<file path="src/rtl/em4100_pkg.sv">
// Shared types, sizes and frame checking for the EM4100 decoder.
// A received frame is held with its first bit in frame[FRAME_BITS-1].
// The layout is 10 rows of {4 data bits, even parity}, then 4 column
// parity bits, then the stop bit in frame[0].
package em4100_pkg;

  typedef enum logic [1:0] {
    HUNT  = 2'd0,
    DATA  = 2'd1,
    CHECK = 2'd2
  } state_t;

  localparam int ID_W       = 40;
  localparam int ROWS       = 10;
  localparam int ROW_W      = 5;
  localparam int COLS       = 4;
  localparam int FRAME_BITS = 55;

  // Returns 1 when every row has even parity, every column parity bit
  // matches, and the stop bit is 0.
  function automatic logic row_col_ok(input logic [FRAME_BITS-1:0] frame);
    logic            ok;
    logic            p;
    logic [COLS-1:0] col;
    ok  = 1'b1;
    col = '0;
    for (int r = 0; r < ROWS; r++) begin
      p = 1'b0;
      for (int j = 0; j < ROW_W; j++) begin
        p = p ^ frame[FRAME_BITS-1-(r*ROW_W+j)];
      end
      if (p) ok = 1'b0;
      for (int c = 0; c < COLS; c++) begin
        col[c] = col[c] ^ frame[FRAME_BITS-1-(r*ROW_W+c)];
      end
    end
    for (int c = 0; c < COLS; c++) begin
      if (col[c] ^ frame[FRAME_BITS-1-(ROWS*ROW_W+c)]) ok = 1'b0;
    end
    if (frame[0]) ok = 1'b0;
    return ok;
  endfunction

  // Strips the parity bits; data is kept row-major, first bit at the MSB.
  function automatic logic [ID_W-1:0] extract_id(input logic [FRAME_BITS-1:0] frame);
    logic [ID_W-1:0] id;
    id = '0;
    for (int r = 0; r < ROWS; r++) begin
      for (int c = 0; c < COLS; c++) begin
        id[ID_W-1-(r*COLS+c)] = frame[FRAME_BITS-1-(r*ROW_W+c)];
      end
    end
    return id;
  endfunction

endpackage

</file>
<file path="src/rtl/em4100_decoder_pairer.sv">
// Symbol strobe generation and Manchester pairing.
// Ports:
//   clk_in, rst_in         clock, async active-low reset
//   bit_in                 sliced level, sampled only on the symbol strobe
//   period_trigger_in      period trigger; each rising edge yields one symbol
//   bit_stb_out            one-cycle data-bit event
//   bit_val_out            decoded data bit, valid with bit_stb_out
//   violation_stb_out      one-cycle pulse on a 0,0 or 1,1 symbol pair
module manchester_pairer #(
  parameter int MANCHESTER = 1
) (
  input  logic clk_in,
  input  logic rst_in,
  input  logic bit_in,
  input  logic period_trigger_in,
  output logic bit_stb_out,
  output logic bit_val_out,
  output logic violation_stb_out
);

  logic r_trig_prev;
  logic r_sym_stb;
  logic r_have_first;
  logic r_first;
  logic w_edge;
  logic w_pair_ok;

  assign w_edge    = period_trigger_in & ~r_trig_prev;
  assign w_pair_ok = r_first ^ bit_in;

  // The strobe is delayed one cycle after the trigger edge so that it lines
  // up with the slicer's registered level update.
  always_ff @(posedge clk_in or negedge rst_in) begin
    if (!rst_in) begin
      r_trig_prev  <= 1'b0;
      r_sym_stb    <= 1'b0;
      r_have_first <= 1'b0;
      r_first      <= 1'b0;
    end else begin
      r_trig_prev <= period_trigger_in;
      r_sym_stb   <= w_edge;
      if (r_sym_stb) begin
        if (!r_have_first) begin
          r_have_first <= 1'b1;
          r_first      <= bit_in;
        end else if (w_pair_ok) begin
          r_have_first <= 1'b0;
        end else begin
          // Violation: the second symbol becomes the new first half (slip).
          r_first <= bit_in;
        end
      end
    end
  end

  always_comb begin
    bit_stb_out       = 1'b0;
    bit_val_out       = 1'b0;
    violation_stb_out = 1'b0;
    if (MANCHESTER != 0) begin
      bit_stb_out       = r_sym_stb & r_have_first & w_pair_ok;
      bit_val_out       = r_first;   // 1,0 -> 1 and 0,1 -> 0
      violation_stb_out = r_sym_stb & r_have_first & ~w_pair_ok;
    end else begin
      bit_stb_out = r_sym_stb;
      bit_val_out = bit_in;
    end
  end

endmodule

</file>
<file path="src/rtl/em4100_decoder.sv">
// EM4100 frame decoder: header lock, 55-bit frame capture, parity check.
// Ports:
//   clk_in, rst_in      clock, async active-low reset
//   bit_in              sliced level from the envelope slicer
//   period_trigger_in   carrier-derived period trigger
//   id_out              last good 40-bit ID, first data bit at id_out[39]
//   id_valid_out        one-cycle pulse when id_out is updated
//   parity_err_out      one-cycle pulse on a framed frame that failed checks
//   locked_out          high in DATA or CHECK
//   dbg_state_out       current FSM state
// Valid/ready: there is no backpressure; id_valid_out and parity_err_out are
// single-cycle, mutually exclusive events and the consumer must capture them.
module em4100_decoder
  import em4100_pkg::*;
#(
  parameter int MANCHESTER = 1,
  parameter int HEADER_LEN = 9
) (
  input  logic            clk_in,
  input  logic            rst_in,
  input  logic            bit_in,
  input  logic            period_trigger_in,
  output logic [ID_W-1:0] id_out,
  output logic            id_valid_out,
  output logic            parity_err_out,
  output logic            locked_out,
  output state_t          dbg_state_out
);

  logic w_bit_stb;
  logic w_bit_val;
  logic w_violation;

  manchester_pairer #(.MANCHESTER(MANCHESTER)) u_pairer (
    .clk_in            (clk_in),
    .rst_in            (rst_in),
    .bit_in            (bit_in),
    .period_trigger_in (period_trigger_in),
    .bit_stb_out       (w_bit_stb),
    .bit_val_out       (w_bit_val),
    .violation_stb_out (w_violation)
  );

  state_t                r_state, w_state_nxt;
  logic [3:0]            r_ones_cnt, w_ones_nxt, w_ones_inc;
  logic [5:0]            r_bit_idx, w_idx_nxt;
  logic [FRAME_BITS-1:0] r_shreg, w_shreg_nxt;
  logic [ID_W-1:0]       r_id, w_id_nxt;
  logic                  r_id_valid, w_valid_nxt;
  logic                  r_parity_err, w_err_nxt;

  // Saturating increment of the header run length.
  assign w_ones_inc = (r_ones_cnt == 4'd15) ? 4'd15 : r_ones_cnt + 4'd1;

  always_ff @(posedge clk_in or negedge rst_in) begin
    if (!rst_in) begin
      r_state      <= HUNT;
      r_ones_cnt   <= '0;
      r_bit_idx    <= '0;
      r_shreg      <= '0;
      r_id         <= '0;
      r_id_valid   <= 1'b0;
      r_parity_err <= 1'b0;
    end else begin
      r_state      <= w_state_nxt;
      r_ones_cnt   <= w_ones_nxt;
      r_bit_idx    <= w_idx_nxt;
      r_shreg      <= w_shreg_nxt;
      r_id         <= w_id_nxt;
      r_id_valid   <= w_valid_nxt;
      r_parity_err <= w_err_nxt;
    end
  end

  always_comb begin
    w_state_nxt = r_state;
    w_ones_nxt  = r_ones_cnt;
    w_idx_nxt   = r_bit_idx;
    w_shreg_nxt = r_shreg;
    w_id_nxt    = r_id;
    w_valid_nxt = 1'b0;
    w_err_nxt   = 1'b0;
    case (r_state)
      HUNT: begin
        if (w_violation) begin
          w_ones_nxt = '0;
        end else if (w_bit_stb) begin
          if (!w_bit_val) begin
            w_ones_nxt = '0;
          end else if (w_ones_inc >= 4'(HEADER_LEN)) begin
            w_state_nxt = DATA;
            w_ones_nxt  = '0;
            w_idx_nxt   = '0;
            w_shreg_nxt = '0;
          end else begin
            w_ones_nxt = w_ones_inc;
          end
        end
      end
      DATA: begin
        if (w_violation) begin
          // Partial frame is dropped without any pulse.
          w_state_nxt = HUNT;
          w_ones_nxt  = '0;
        end else if (w_bit_stb) begin
          w_shreg_nxt = {r_shreg[FRAME_BITS-2:0], w_bit_val};
          w_idx_nxt   = r_bit_idx + 6'd1;
          if (r_bit_idx == 6'(FRAME_BITS - 1)) w_state_nxt = CHECK;
        end
      end
      CHECK: begin
        if (row_col_ok(r_shreg)) begin
          w_id_nxt    = extract_id(r_shreg);
          w_valid_nxt = 1'b1;
        end else begin
          w_err_nxt = 1'b1;
        end
        w_state_nxt = HUNT;
        w_ones_nxt  = '0;
      end
      default: w_state_nxt = HUNT;
    endcase
  end

  assign id_out         = r_id;
  assign id_valid_out   = r_id_valid;
  assign parity_err_out = r_parity_err;
  assign locked_out     = (r_state == DATA) || (r_state == CHECK);
  assign dbg_state_out  = r_state;

endmodule

</file>
<file path="config.mk">
export PLATFORM = sky130hd
export DESIGN_NAME = em4100_decoder
export DESIGN_NICKNAME = d
export VERILOG_FILES = /design/src/rtl/em4100_pkg.sv /design/src/rtl/em4100_decoder_pairer.sv /design/src/rtl/em4100_decoder.sv
export SDC_FILE = /design/constraint.sdc
export NUM_CORES = 1
export LEC_CHECK = 0
export CAP_MARGIN = 40
export CORE_MARGIN = 5
export CORE_UTILIZATION = 47
export DETAILED_ROUTE_END_ITERATION = 7
export PLACE_DENSITY = 0.67
export SLEW_MARGIN = 0
export SYNTH_ARGS = -nofsm -noshare
export SYNTH_HDL_FRONTEND = slang
export SYNTH_SLANG_ARGS = --single-unit
export TNS_END_PERCENT = 5
</file>
<file path="constraint.sdc">
create_clock -name clk_in -period 3.3 [get_ports clk_in]
set_input_delay 0.99 -clock clk_in [delete_from_list [all_inputs] [get_ports clk_in]]
set_output_delay 0.99 -clock clk_in [all_outputs]
set_load 0.05 [all_outputs]
</file>
Word-level counts from Yosys, hierarchy flattened
Index checks and enable logic that the tools add are counted.

Bitwise logic cells: 87. Eq/ne operators: 15. Muxes and demuxes: 53. Magnitude comparators: 1. Add/subtract/negate cells: 2. Reduce and logical (&&, ||, !) cells: 9.

Operators with widths (number): 2-to-1 mux 55 bit (6); one-hot mux 55 bit (2 select lines) (1); bitwise XOR 1 bit (81); 2-to-1 mux 6 bit (6); 2-to-1 mux 1 bit (24); 2-to-1 mux 4 bit (6); 2-to-1 mux 2 bit (7); one-hot mux 4 bit (3 select lines) (1); one-hot mux 6 bit (2 select lines) (1); != test 2 x 1 -> 1 bit, second input constant (4); != test 2 bit, second input constant (4); AND reduction 7 bit (1); adder 6 x 1 -> 6 bit, second input constant (1); == test 6 bit, second input constant (1); != test 3 x 1 -> 1 bit, second input constant (2); AND reduction 6 bit (1); adder 4 x 1 -> 4 bit, second input constant (1); AND 1 bit (4); == test 4 bit, second input constant (1); >= comparator 4 bit, second input constant (1); one-hot mux 2 bit (2 select lines) (1); AND reduction 2 bit (2); != test 3 x 2 -> 1 bit, second input constant (1); AND reduction 3 bit (1); 7 further kinds (8).

Register bits: 113. Logic and storage cells: 178. Input bits: 4. Output and inout bits: 45.

Depth between registers and ports, before layout
Depth in word-level cells: 22. Gate-level depth with buffers: 10. Mapped depth without buffers: 7.

Cells and area by module
From an unflattened synthesis, not the netlist that was laid out.

Cells, all modules: 517. Area, all modules: 5486.5 µm².

By module, submodules not included: em4100_decoder (instances 1, seq. area each 2727.6 µm², cells each 504, area an instance 5313.8 µm²); manchester_pairer (instances 1, seq. area each 100.1 µm², cells each 13, area an instance 172.7 µm²).

Worst setup path after synthesis
OpenSTA, ideal clock, no wires.

Path type: flip-flop to flip-flop. Start: register r_ones_cnt[0]. End: register r_bit_idx[3]. Buffers on the path: 3. Period minus slack after synthesis: 2.479 ns. Required time: 3.163 ns. Setup time: 0.137 ns. Data arrival time: 2.342 ns. Path slack: 0.821 ns. Cell stages (with the launch flop): 10. Cell sequence: dfrtp_1 -> ha_1 -> or2_2 -> a2111oi_0 -> o32ai_1 -> nand2_1 -> buf_4 -> buf_4 -> buf_4 -> o221ai_1.

Cells in the longest elaborated chain, start to end: 5. Elaborated cells between the ends (all ways): 6. Classes of those cells: add/sub (1); order compare (1); eq/ne (2); mux (1); reduce/logical (1).

RTL lines: start: declaration (line em4100_decoder.sv:45) `logic [3:0] r_ones_cnt, w_ones_nxt, w_ones_inc;`; start signal: assignment (line em4100_decoder.sv:66) `r_ones_cnt <= w_ones_nxt;`; adder 4 x 1 -> 4 bit or == test 4 bit (tied branches) (line em4100_decoder.sv:53) `assign w_ones_inc = (r_ones_cnt == 4'd15) ? 4'd15 : r_ones_cnt + 4'd1;`; 2-to-1 mux 4 bit (*) (line em4100_decoder.sv:53); >= comparator 4 bit (*) (line em4100_decoder.sv:90) `end else if (w_ones_inc >= 4'(HEADER_LEN)) begin`; != test 2 bit (no line) (*); AND reduction 7 bit (no line) (*); end signal: assignment (line em4100_decoder.sv:67) `r_bit_idx <= w_idx_nxt;`; end: declaration (line em4100_decoder.sv:46) `logic [5:0] r_bit_idx, w_idx_nxt;`.

Mark *: on every way between the ends. The rest lies on a longest branch, timed or not. A chain may end at the register's enable or synchronous reset.

Worst setup path in the final report
Start: register r_state[0], in the netlist dbg_state_out[0]. End: output locked_out.

Cells in the longest elaborated chain, start to end: 2. Elaborated cells between the ends (all ways): 3. Classes of those cells: eq/ne (2); reduce/logical (1).

RTL lines: start: declaration (line em4100_decoder.sv:44) `state_t r_state, w_state_nxt;`; start signal: assignment (line em4100_decoder.sv:65) `r_state <= w_state_nxt;`; == test 2 x 1 -> 1 bit or == test 2 bit (tied branches) (line em4100_decoder.sv:128) `assign locked_out = (r_state == DATA) || (r_state == CHECK);`; logical OR 1 bit (*) (line em4100_decoder.sv:128); end: declaration (line em4100_decoder.sv:26) `output logic locked_out,`.

Marked as above.

==> flow_metrics.tcl <==
set metrics [dict create \
    groute.usage.overall_pct 17.2 \
    grt_start_max_net_pins 112 \
    cts_max_level 4 \
    routabilityCongestion 0.808 \
    layout_worst_path_cycle_share_pct 91.0 \
    fin_nets 564 \
    timing.fmax_mhz 333 \
    postRouteAntennaNets 0 \
    drt-wirelength-per-cell_um 15.4 \
    critical_path.n_buffers_inverters 2 \
    final-max-slew-violation-count 0 \
    crit_slowest_cell "clkdlybuf4s50_1" \
    synth.lib_cells_used.distinct 37 \
    grt_use_met3_pct 6.20 \
    tightest_hold_check_type "register to register" \
    startpoint_type "register" \
    met2_usage_pct 27.7 \
    period_minus_slack_ns 3.00 \
    core_region_area_mm2 0.0114 \
    max_capacitance_violation_count 0 \
    report.final.hold_viol_count 0 \
    vdd_ir_drop_max_v 0.000443 \
    synth-async-reset-ratio_pct 100 \
    quantity_of_gates_resized_following_cts 0 \
    dr_total_vias 3637 \
    fin_skew_ns 0.00557 \
    worstPathCellList "inv_1, ha_1, clkdlybuf4s50_1" \
    max_slew.worst_pin.slew_ns 0.619 \
    numCtsBuffers 17 \
    fp-row-count 39 \
    yosys_warnings 0 \
    setup_repair_after_global_routing_missed_its_margin "no" \
    io-pin-count 49 \
    drc 0 \
    top_usage_layer "met2" \
    critPathMaxStageDelay_ns 0.80 \
    clock_insertion_delay_at_the_later_pin_of_the_skew_report_ns 0.42 \
    postSynthNetCount 515 \
    start_util_pct 48.0 \
    wire_length_of_the_first_global_routing_pass_um 19300 \
    timing.critical_path.to_type "output pin" \
    mostFrequentLayoutCell "nand2_1" \
    antenna_violations_before_repair 0 \
    power_density_mw_per_mm2 532 \
    root_buffer "clkbuf_16" \
    crit_family "buffers and inverters" \
    synthesized_area_per_cell_um2 10.9 \
    clock_sinks 113 \
    drt-initial-drc-count 177 \
    criticalPathCategory "register to output pin" \
    max-slew-margin-rel_pct 58.7 \
    critical_path_arrival_ns 2.01 \
    accumulated_negative_setup_slack_ns 0 \
    clk_path_buf_depth 2 \
    share_of_layout_cells_above_drive_strength_1_pct 14.0 \
    area_growth_syn_to_layout_pct 22.6 \
    die_height_um 118 \
    synthCells 503 \
    setup_viol 0 \
    hold_buffers 0 \
    p_total_mw 3.57 \
    antenna_cells_inserted 0 \
    clkTransAtPathRegs_ns 0.05 \
    power.leakage_nw 3.03 \
    synth_edf_count 0 \
    cts_tree "done" \
    hpwl_um 7240 \
    post_drt_via_cell_ratio 5.14 \
    place.port_buffers 48 \
    die_width_um 118 \
    synth.ff_latch_count 113 \
    detail_route.first_pass.iterations 5 \
    first_global_vias 3787 \
    synthesis.area_mm2 0.00548 \
    postCtsSetupBuffers 0 \
    die_area_mm2 0.0139 \
    synth_seq_area_share_pct 51.6 \
    globalRouteOverflowTotal 0 \
    detail_route.wirelength_um 10900 \
    most-common-layout-cells "nand2_1, dfrtp_1, o21ai_0" \
    status "complete, no violations" \
    grtUsageMet1_pct 21.4 \
    synth_flop_cell "dfrtp_1" \
    worst-endpoint-required_ns 2.31 \
    crit_fanout 5 \
]
kinds of logic after synthesis:
group	after synthesis	synth area share (%)
flip-flops	113	51.6
AND/OR/NAND/NOR	165	13.0
XOR/XNOR	68	14.1
multiplexers	44	9.00
adder cells (fa/ha/maj)	8	1.83
buffers and inverters	31	2.99
AO/OA/AOI/OAI	74	7.36
cells in the mapped netlist, types with 4 or more instances:
library cell  instances  share of area, %
o21ai_0              59               5.4
nor2_1                4              0.27
nand3_1              10              0.91
nand2_1             127               8.7
inv_1                 7              0.48
clkbuf_1             12              0.82
xnor3_1              13               5.3
mux2_1                4              0.82
a21oi_1               5              0.46
xor2_1               18               2.9
buf_6                 4              0.82
nor3_1                4              0.37
ha_1                  8               1.8
dfrtp_1             113                52
nand3b_1              4              0.55
buf_2                 5              0.46
xnor2_1              37               5.9
mux2_2               38               7.8
where the power goes:
part | switching (mW) | internal (mW)
Sequential | 0.0322 | 1.41
Combinational | 0.0817 | 0.0574
Clock | 0.613 | 1.37
Total | 0.727 | 2.84
stage by stage:
| stage | util, % | area, um^2 | setup WS [ns] | hold WS [ns] | instances |
|---|---|---|---|---|---|
| after floorplan | - | 5480 | 0.821 | 0.378 | 503 |
| after global placement | 53.2 | 6070 | 0.597 | 0.390 | 676 |
| after detailed placement | 53.2 | 6070 | 0.495 | 0.394 | 676 |
| after CTS | 58.8 | 6720 | 0.261 | 0.402 | 708 |
| after global routing | 58.8 | 6720 | 0.192 | 0.424 | 708 |
| final | 58.8 | 6720 | 0.297 | 0.402 | 708 |
final cells by class:
cell class | count | area, um^2
tap | 143 | 179
clock inverter | 10 | 181
timing repair buffer | 54 | 548
fill | 969 | 4700
clock buffer | 22 | 464
multi-input combinational | 359 | 2490
sequential | 113 | 2830
inverter | 7 | 26.3
sequential cells by signal, indices dropped and copies added, names as in the netlist:
name / cells
dbg_state_out: 2
u_pairer.r_have_first: 1
u_pairer.r_trig_prev: 1
r_shreg: 55
id_out: 40
u_pairer.r_sym_stb: 1
id_valid_out: 1
parity_err_out: 1
u_pairer.bit_val_out: 1
r_bit_idx: 6
r_ones_cnt: 4
worst reg2reg max path, stage by stage, from the launching register on:
cell and delay, ns:
dfrtp_1 0.44, xnor3_1 0.44, xnor2_1 0.17, nor4_1 0.30
nand4_1 0.22, nor4b_4 0.31, buf_4 0.39, mux2_2 0.40
metal layers:
| metal | routed length (um) | vias to the layer above | part of all wire, % |
|---|---|---|---|
| met3 | 465 | 14 | 4.3 |
| met4 | 153 | 0 | 1.4 |
| met2 | 5470 | 56 | 50 |
| li1 | - | 1787 | - |
| met1 | 4790 | 1780 | 44 |
| met5 | 0 | - | 0 |
worst paths after layout:
check | from | slack [ns] | to | depth (start not counted)
worst min-delay path | u_pairer.r_trig_prev | 0.40 | u_pairer.r_sym_stb | 1
max in group asynchronous | rst_in | 1.95 | id_out[5] | 2
worst max register to register | r_shreg[34] | 0.51 | id_out[25] | 7
worst min register to register | u_pairer.r_trig_prev | 0.40 | u_pairer.r_sym_stb | 1
min in group asynchronous | rst_in | 0.58 | id_out[21] | 1
worst max-delay path | dbg_state_out[0] | 0.30 | locked_out | 3
Note: power is estimated with default switching activity, not from simulation.
